<file path="src/rtl/multicycle_ctrl_if.sv">
// Control/status bundle between the multi-cycle sequencer (master) and the
// LEGv8 datapath (slave): instruction and ALU flags in, per-state controls out.
`timescale 1ns/1ps
interface multicycle_ctrl_if #(
  parameter int ALUOPW = 3
);
  logic [31:0]       instruction;
  logic              zero;
  logic              negative;
  logic              overflow;
  logic              carry_out;
  logic              mem_ready;

  logic              PCWrite;
  logic              IRWrite;
  logic              Reg2Loc;
  logic              ALUSrc;
  logic              MemToReg;
  logic              RegWrite;
  logic              MemWrite;
  logic              MemRead;
  logic              BrTaken;
  logic              UncondBr;
  logic              ShiftSel;
  logic [ALUOPW-1:0] ALUOp;
  logic [3:0]        flags;
  logic [2:0]        state;
  logic              illegal;

  modport master (
    input  instruction, zero, negative, overflow, carry_out, mem_ready,
    output PCWrite, IRWrite, Reg2Loc, ALUSrc, MemToReg, RegWrite, MemWrite,
           MemRead, BrTaken, UncondBr, ShiftSel, ALUOp, flags, state, illegal
  );

  modport slave (
    output instruction, zero, negative, overflow, carry_out, mem_ready,
    input  PCWrite, IRWrite, Reg2Loc, ALUSrc, MemToReg, RegWrite, MemWrite,
           MemRead, BrTaken, UncondBr, ShiftSel, ALUOp, flags, state, illegal
  );
endinterface

</file>
<file path="src/rtl/multicycle_ctrl.sv">
// Multi-cycle LEGv8-subset sequencer: FETCH/DECODE/EXEC/MEM/WB with a stored
// NZVC register and a sticky illegal-opcode halt. Controls decode from state + latched opcode.
`timescale 1ns/1ps
module multicycle_ctrl #(
  parameter int OPW    = 11,
  parameter int ALUOPW = 3
) (
  input  logic            clk,
  input  logic            reset_n,
  multicycle_ctrl_if.master bus
);

  typedef enum logic [2:0] {
    S_FETCH  = 3'd0,
    S_DECODE = 3'd1,
    S_EXEC   = 3'd2,
    S_MEM    = 3'd3,
    S_WB     = 3'd4,
    S_HALT   = 3'd5
  } state_t;

  typedef enum logic [3:0] {
    C_ADDI, C_ADDS, C_SUBS, C_AND, C_EOR, C_LSR,
    C_LDUR, C_STUR, C_B, C_CBZ, C_BLT, C_ILL
  } op_class_t;

  localparam logic [5:0]  OP_B    = 6'b000101;
  localparam logic [7:0]  OP_CBZ  = 8'b10110100;
  localparam logic [7:0]  OP_BLT  = 8'b01010100;
  localparam logic [9:0]  OP_ADDI = 10'b1001000100;
  localparam logic [10:0] OP_ADDS = 11'b10101011000;
  localparam logic [10:0] OP_SUBS = 11'b11101011000;
  localparam logic [10:0] OP_AND  = 11'b10001010000;
  localparam logic [10:0] OP_EOR  = 11'b11001010000;
  localparam logic [10:0] OP_LSR  = 11'b11010011010;
  localparam logic [10:0] OP_LDUR = 11'b11111000010;
  localparam logic [10:0] OP_STUR = 11'b11111000000;

  localparam logic [ALUOPW-1:0] ALU_PASSB = 3'b000;
  localparam logic [ALUOPW-1:0] ALU_ADD   = 3'b010;
  localparam logic [ALUOPW-1:0] ALU_SUB   = 3'b011;
  localparam logic [ALUOPW-1:0] ALU_AND   = 3'b100;
  localparam logic [ALUOPW-1:0] ALU_XOR   = 3'b110;

  state_t            st;
  logic [OPW-1:0]    op;
  logic [3:0]        flags_q;
  logic              illegal_q;
  op_class_t         cls;
  logic              is_rtype;
  logic              is_branch;
  logic              is_mem;
  logic              sel_alu_src;
  logic              sel_shift;
  logic [ALUOPW-1:0] sel_alu_op;

  // Only the opcode field is ever consumed; the operand fields belong to the datapath.
  logic unused_instr_bits;
  assign unused_instr_bits = ^bus.instruction[31-OPW:0];

  // Branch and immediate formats are matched on their shorter opcode prefixes first.
  always_comb begin
    if (op[OPW-1 -: 6] == OP_B)            cls = C_B;
    else if (op[OPW-1 -: 8] == OP_CBZ)     cls = C_CBZ;
    else if (op[OPW-1 -: 8] == OP_BLT)     cls = C_BLT;
    else if (op[OPW-1 -: 10] == OP_ADDI)   cls = C_ADDI;
    else begin
      case (op)
        OP_ADDS: cls = C_ADDS;
        OP_SUBS: cls = C_SUBS;
        OP_AND:  cls = C_AND;
        OP_EOR:  cls = C_EOR;
        OP_LSR:  cls = C_LSR;
        OP_LDUR: cls = C_LDUR;
        OP_STUR: cls = C_STUR;
        default: cls = C_ILL;
      endcase
    end
  end

  assign is_rtype  = (cls == C_ADDS) || (cls == C_SUBS) || (cls == C_AND) ||
                     (cls == C_EOR)  || (cls == C_LSR);
  assign is_branch = (cls == C_B) || (cls == C_CBZ) || (cls == C_BLT);
  assign is_mem    = (cls == C_LDUR) || (cls == C_STUR);

  // Datapath selects shared by EXEC and WB of non-branch instructions.
  always_comb begin
    // NOTE: every combinational output gets a default first, so no path infers a latch.
    sel_alu_src = 1'b0;
    sel_shift   = 1'b0;
    sel_alu_op  = ALU_PASSB;
    case (cls)
      C_ADDI, C_LDUR, C_STUR: begin
        sel_alu_src = 1'b1;
        sel_alu_op  = ALU_ADD;
      end
      C_ADDS:  sel_alu_op = ALU_ADD;
      C_SUBS:  sel_alu_op = ALU_SUB;
      C_AND:   sel_alu_op = ALU_AND;
      C_EOR:   sel_alu_op = ALU_XOR;
      C_LSR:   sel_shift  = 1'b1;
      default: ;
    endcase
  end

  always_ff @(posedge clk or negedge reset_n) begin
    if (!reset_n) begin
      st        <= S_FETCH;
      op        <= '0;
      flags_q   <= '0;
      illegal_q <= 1'b0;
    end else begin
      // NOTE: sequential state uses non-blocking assignments so every flop sees pre-edge values.
      case (st)
        S_FETCH: begin
          op <= bus.instruction[31 -: OPW];
          st <= S_DECODE;
        end
        S_DECODE: begin
          if (cls == C_ILL) begin
            illegal_q <= 1'b1;
            st        <= S_HALT;
          end else begin
            st <= S_EXEC;
          end
        end
        S_EXEC: begin
          if ((cls == C_ADDS) || (cls == C_SUBS))
            flags_q <= {bus.negative, bus.zero, bus.overflow, bus.carry_out};
          if (is_branch)   st <= S_FETCH;
          else if (is_mem) st <= S_MEM;
          else             st <= S_WB;
        end
        S_MEM: begin
          if (bus.mem_ready) st <= (cls == C_LDUR) ? S_WB : S_FETCH;
        end
        S_WB:    st <= S_FETCH;
        S_HALT:  st <= S_HALT;
        default: st <= S_HALT;
      endcase
    end
  end

  assign bus.flags   = flags_q;
  assign bus.state   = st;
  assign bus.illegal = illegal_q;

  // Controls are forced low while reset is held, even though the state reads FETCH.
  always_comb begin
    bus.PCWrite  = 1'b0;
    bus.IRWrite  = 1'b0;
    bus.Reg2Loc  = 1'b0;
    bus.ALUSrc   = 1'b0;
    bus.MemToReg = 1'b0;
    bus.RegWrite = 1'b0;
    bus.MemWrite = 1'b0;
    bus.MemRead  = 1'b0;
    bus.BrTaken  = 1'b0;
    bus.UncondBr = 1'b0;
    bus.ShiftSel = 1'b0;
    bus.ALUOp    = ALU_PASSB;
    if (reset_n) begin
      case (st)
        S_FETCH:  bus.IRWrite = 1'b1;
        S_DECODE: bus.Reg2Loc = is_rtype;
        S_EXEC: begin
          if (is_branch) begin
            bus.PCWrite  = 1'b1;
            bus.UncondBr = (cls == C_B);
            bus.BrTaken  = (cls == C_B) ||
                           ((cls == C_CBZ) && bus.zero) ||
                           ((cls == C_BLT) && (flags_q[3] ^ flags_q[1]));
          end else begin
            bus.Reg2Loc  = is_rtype;
            bus.ALUSrc   = sel_alu_src;
            bus.ALUOp    = sel_alu_op;
            bus.ShiftSel = sel_shift;
          end
        end
        S_MEM: begin
          bus.ALUSrc   = 1'b1;
          bus.ALUOp    = ALU_ADD;
          bus.MemRead  = (cls == C_LDUR);
          bus.MemWrite = (cls == C_STUR);
          bus.PCWrite  = (cls == C_STUR) && bus.mem_ready;
        end
        S_WB: begin
          bus.Reg2Loc  = is_rtype;
          bus.ALUSrc   = sel_alu_src;
          bus.ALUOp    = sel_alu_op;
          bus.ShiftSel = sel_shift;
          bus.RegWrite = 1'b1;
          bus.PCWrite  = 1'b1;
          bus.MemToReg = (cls == C_LDUR);
        end
        default: ;
      endcase
    end
  end

endmodule

</file>
<file path="src/flat_wrapper.sv">
// flat-port wrapper written by rule: the top's interface ports become plain ports
module multicycle_ctrl_flat 
#(
  parameter int OPW    = 11,
  parameter int ALUOPW = 3
)
  (clk, reset_n, bus_instruction, bus_zero, bus_negative, bus_overflow, bus_carry_out, bus_mem_ready, bus_PCWrite, bus_IRWrite, bus_Reg2Loc, bus_ALUSrc, bus_MemToReg, bus_RegWrite, bus_MemWrite, bus_MemRead, bus_BrTaken, bus_UncondBr, bus_ShiftSel, bus_ALUOp, bus_flags, bus_state, bus_illegal);
  multicycle_ctrl_if #(.ALUOPW(ALUOPW)) bus_i ();
  input  logic clk;
  input  logic reset_n;
  input wire logic [$bits(bus_i.instruction)-1:0] bus_instruction;
  input wire logic [$bits(bus_i.zero)-1:0] bus_zero;
  input wire logic [$bits(bus_i.negative)-1:0] bus_negative;
  input wire logic [$bits(bus_i.overflow)-1:0] bus_overflow;
  input wire logic [$bits(bus_i.carry_out)-1:0] bus_carry_out;
  input wire logic [$bits(bus_i.mem_ready)-1:0] bus_mem_ready;
  output wire logic [$bits(bus_i.PCWrite)-1:0] bus_PCWrite;
  output wire logic [$bits(bus_i.IRWrite)-1:0] bus_IRWrite;
  output wire logic [$bits(bus_i.Reg2Loc)-1:0] bus_Reg2Loc;
  output wire logic [$bits(bus_i.ALUSrc)-1:0] bus_ALUSrc;
  output wire logic [$bits(bus_i.MemToReg)-1:0] bus_MemToReg;
  output wire logic [$bits(bus_i.RegWrite)-1:0] bus_RegWrite;
  output wire logic [$bits(bus_i.MemWrite)-1:0] bus_MemWrite;
  output wire logic [$bits(bus_i.MemRead)-1:0] bus_MemRead;
  output wire logic [$bits(bus_i.BrTaken)-1:0] bus_BrTaken;
  output wire logic [$bits(bus_i.UncondBr)-1:0] bus_UncondBr;
  output wire logic [$bits(bus_i.ShiftSel)-1:0] bus_ShiftSel;
  output wire logic [$bits(bus_i.ALUOp)-1:0] bus_ALUOp;
  output wire logic [$bits(bus_i.flags)-1:0] bus_flags;
  output wire logic [$bits(bus_i.state)-1:0] bus_state;
  output wire logic [$bits(bus_i.illegal)-1:0] bus_illegal;
  assign bus_i.instruction = bus_instruction;
  assign bus_i.zero = bus_zero;
  assign bus_i.negative = bus_negative;
  assign bus_i.overflow = bus_overflow;
  assign bus_i.carry_out = bus_carry_out;
  assign bus_i.mem_ready = bus_mem_ready;
  assign bus_PCWrite = bus_i.PCWrite;
  assign bus_IRWrite = bus_i.IRWrite;
  assign bus_Reg2Loc = bus_i.Reg2Loc;
  assign bus_ALUSrc = bus_i.ALUSrc;
  assign bus_MemToReg = bus_i.MemToReg;
  assign bus_RegWrite = bus_i.RegWrite;
  assign bus_MemWrite = bus_i.MemWrite;
  assign bus_MemRead = bus_i.MemRead;
  assign bus_BrTaken = bus_i.BrTaken;
  assign bus_UncondBr = bus_i.UncondBr;
  assign bus_ShiftSel = bus_i.ShiftSel;
  assign bus_ALUOp = bus_i.ALUOp;
  assign bus_flags = bus_i.flags;
  assign bus_state = bus_i.state;
  assign bus_illegal = bus_i.illegal;
  multicycle_ctrl #(.OPW(OPW), .ALUOPW(ALUOPW)) u_core (.clk(clk), .reset_n(reset_n), .bus(bus_i));
endmodule
</file>
<file path="config.mk">
export PLATFORM = sky130hd
export DESIGN_NAME = multicycle_ctrl_flat
export DESIGN_NICKNAME = d
export VERILOG_FILES = /design/src/rtl/multicycle_ctrl_if.sv /design/src/rtl/multicycle_ctrl.sv /design/src/flat_wrapper.sv
export SDC_FILE = /design/constraint.sdc
export NUM_CORES = 1
export LEC_CHECK = 0
export CORE_ASPECT_RATIO = 2
export CORE_MARGIN = 10
export CORE_UTILIZATION = 46
export CTS_CLUSTER_DIAMETER = 150
export CTS_CLUSTER_SIZE = 25
export DETAILED_ROUTE_END_ITERATION = 10
export PLACE_DENSITY_LB_ADDON = 0.15
export RECOVER_POWER = 100
export SYNTH_ARGS = -nofsm -noshare
export SYNTH_HDL_FRONTEND = slang
export SYNTH_SLANG_ARGS = --single-unit
</file>
<file path="constraint.sdc">
create_clock -name clk -period 7.31 [get_ports clk]
set_input_delay 1.8275 -clock clk [delete_from_list [all_inputs] [get_ports clk]]
set_output_delay 1.8275 -clock clk [all_outputs]
set_load 0.02 [all_outputs]
</file>
==> results.md <==
- CP Capture Type: output pin
- Lkg Pwr: between 0.8 and 0.9 nW
- Final period util: between 80% and 90%
- Design Area, Final: about 1900 sq um
- Via count: 1434
- CP arrival: slightly above 4 ns
- Final WL: around 4300 um
- Clock Tree Buf Depth: 2
- Rows: 29
- Peak Freq: 168 MHz
- Fin Hold WS: between 0.4 and 0.5 ns
- Slew @ Worst Pin: around 1.7 ns
- Ratio of cells with drive above 1 in the final layout: between 10 and 15%
- RePlAce Congestion: about 0.95
- CTS clk-pin slew, worst paths: roughly 0.070 ns
- Vias in the first global route: ~1400
- Placed standard-cell area: approximately 1900 sq um
- HP Class: flop to flop
- I/O Buffers: 39
- Avg Inst Size Synth: roughly 9.5 sq um
- Max-cap viol count: 1
- Pwr/cell area: around 99 nW/um^2
- Seq/Total Area, Yosys: about a third
- RSZ-0062 raised after global routing: false
- Dpl cells: around 220
- Wire length per cell: ~19 um
- Die width: 60.2 um
- Flop pwr share: 55.1%
- Post-cts resize count: 0
- Clock share of power: 39.2%
- Clk_skew: 0.00106 ns
- Filler cell count: approximately 300
- Pint: ~0.00015 W
- DR iter-0 viols: 36
- Worst setup SP type: input pin
- Synth-to-layout area growth: 29.2%
- Library cells used by synthesis: around 50
- Reg area: 475 sq um
- Avg Vias per Cell: approximately 6.4
- Post-DP HPWL: 3460 um
- Sw Share: between 20% and 30%
- Detailed-router iteration count before antenna repair: 4
- EDFF count, synth: 0
- YS warnings: 0
- Max-slew violation count: 5
- First-pass GRT wire length: just under 7000 um
- Final Hold Fails: 0
- Number of H-tree levels: 1
- Net switching power: around 0.000041 W
- Comb pwr share: under 10%
- Clk sink count: 19
- FF+latch count, synth: 19
- Total design power: approximately 0.00019 W
- Core Box Area: ~3200 sq um
- Area of the multi-input gates: ~950 sq um
- Setup violators final: 0
- Initial core utilization: a little under half
- Pin count of the biggest net entering global routing: 28
- Die Y: 100 um
- Post-CTS Setup Bufs: 0
- Cts bufs inserted: 3
- Mapped Cells: ~160
- Top_reg_cell synth: dfrtp_1
- # hold bufs at CTS: 0
- Violated checks: capacitance limit, slew limit
- Initial antenna violation count: 0
- Setup TNS: 0 ns
- I/O Pins: 61
- Post-Syn Area: roughly 1500 sq um
- Async SR Flop Fraction: 100%
- Residual DRC: 0
- CP max FO: 27
- ANT nets after route: 0
- CTS Root Cell: clkbuf_8
- Die ar.: between 6000 and 7000 sq um
- Mapped Nets: ~200
- Antenna cells: 0
- Global route total overflow: 0
- Crit path time final: 5.94 ns
- Slew headroom: -18.6%
- CTS tree: done
- WS Path Type: input pin to output pin
- Non-filler cells, final: roughly 230
- Status: complete, but fails checks
- GRT Overall Usage: 14.5%
- Maximum vdd ir drop: around 0.14 mV
- Clk_lat worst skew: about 0.26 ns
- Fin nets: 234
- Crit path required time: between 5 and 6 ns
-- path summary, 6_finish.rpt --
| check | from | endpoint | slack [ns] | cells past startpoint |
|---|---|---|---|---|
| setup / recovery | reset_n | bus_ALUOp[0] | 1.37 | 6 |
| hold / removal | u_core.bus.illegal$_DFFE_PN0P_ | u_core.bus.illegal$_DFFE_PN0P_ | 0.47 | 1 |
| setup reg to reg | u_core.op[8]$_DFFE_PN0P_ | u_core.bus.flags[0]$_DFFE_PN0P_ | 3.73 | 6 |
| hold reg to reg | u_core.bus.illegal$_DFFE_PN0P_ | u_core.bus.illegal$_DFFE_PN0P_ | 0.47 | 1 |
| max in group asynchronous | reset_n | u_core.bus.state[2]$_DFFE_PN0P_ | 5.07 | 2 |
| min in group asynchronous | reset_n | u_core.bus.illegal$_DFFE_PN0P_ | 2.00 | 2 |
-- final cells by class --
type / instances / area share (%)
Multi-Input combinational cell: 129 / 49.5
Sequential cell: 19 / 24.8
Timing Repair Buffer: 41 / 21.1
Clock buffer: 3 / 2.15
Tap cell: 31 / 2.02
Clock inverter: 1 / 0.261
Inverter: 1 / 0.196
-- stage by stage --
| stage | utilization (%) | setup slack (ns) |
|---|---|---|
| detailed placement | 59.9 | 1.48 |
| global route | 60.8 | 1.26 |
| finish | 60.8 | 1.37 |
| floorplan | - | 2.68 |
| CTS | 61.4 | 1.48 |
| global placement | 59.9 | 1.49 |
-- power by group through the flow --
stage          sequential [W]  combinational [W]  clock (W)
6_report             0.000105          0.0000110  0.0000748
2_1_floorplan        0.000107        0.000000193          0
4_1_cts              0.000105          0.0000125  0.0000784
5_1_grt              0.000105          0.0000119  0.0000807
3_5_place_dp         0.000107          0.0000124          0
3_3_place_gp         0.000107          0.0000122          0
-- per-layer routing --
metal	vias up	share of wire (%)	GRT usage (%)
li1	680	-	-
met1	705	36	13.9
met2	40	56	27.1
met3	9	5.8	3.54
met4	0	1.9	6.08
met5	-	0	0
-- placed cells by master (no fill, tap or decap), types with 2 or more instances in the layout --
cell	count
o22ai_1	2
o31ai_1	2
o21a_1	2
clkdlybuf4s50_1	4
nor3_1	9
nor4_1	2
a21oi_1	7
o211ai_1	3
or3_1	2
nor2b_1	5
mux2_2	12
clkbuf_8	3
nand4_1	2
and3_1	4
and2_1	5
a211o_1	2
o211a_1	3
nand2_1	7
nor2_1	12
o21ai_0	8
and4_1	2
mux2_1	3
dlygate4sd3_1	35
nand3_1	8
dfrtp_1	19
a211oi_1	2
buf_4	2
a31oi_1	2
or2_2	2
-- state kept, by name, summed over array words and instances, names as in the netlist --
| name | flops |
|---|---|
| u_core.bus.flags | 4 |
| u_core.op | 11 |
| u_core.bus.state | 3 |
| u_core.bus.illegal | 1 |
-- synthesized netlist by cell type (2+ instances only) --
cell type   n  share of area, %
mux2_2     15                11
a211o_1     2               1.2
a21oi_1     7               2.4
a211oi_1    2               1.0
nor3_1      9               3.0
nand2_1     7               1.8
or3_1       2              0.84
nor2b_1     5               2.1
or2_2       2              0.84
and3_1      4               1.7
a31oi_1     2              0.84
nor4_1      2              0.84
and4_1      2               1.2
dfrtp_1    19                32
o31ai_1     2               1.0
o21ai_0     8               2.7
nand3_1     8               2.7
buf_2       3               1.0
nand4_1     2              0.84
nor2_1     12               3.0
o211a_1     3               2.0
o22ai_1     2              0.84
o21a_1      2               1.0
o211ai_1    3               1.5
clkbuf_1    3              0.76
and2_1      5               2.1
-- cells by family (layout without fill, tap and decap cells) --
family | count (synthesis) | after routing | share of synthesized area, %
mux | 15 | 15 | 11.4
buf+inv | 8 | 46 | 2.78
flops | 19 | 19 | 32.0
simple gates | 71 | 71 | 32.2
compound gates | 42 | 42 | 21.1
xor+xnor | 1 | 1 | 0.590
-- worst max-delay path, cell delays in order --
cell and delay (ns):
dlygate4sd3_1 0.52, buf_4 0.31, nor2b_1 0.29, o21ai_0 0.21, nor4_1 0.23, dlygate4sd3_1 0.72
Power figures use the tool's default switching activity.
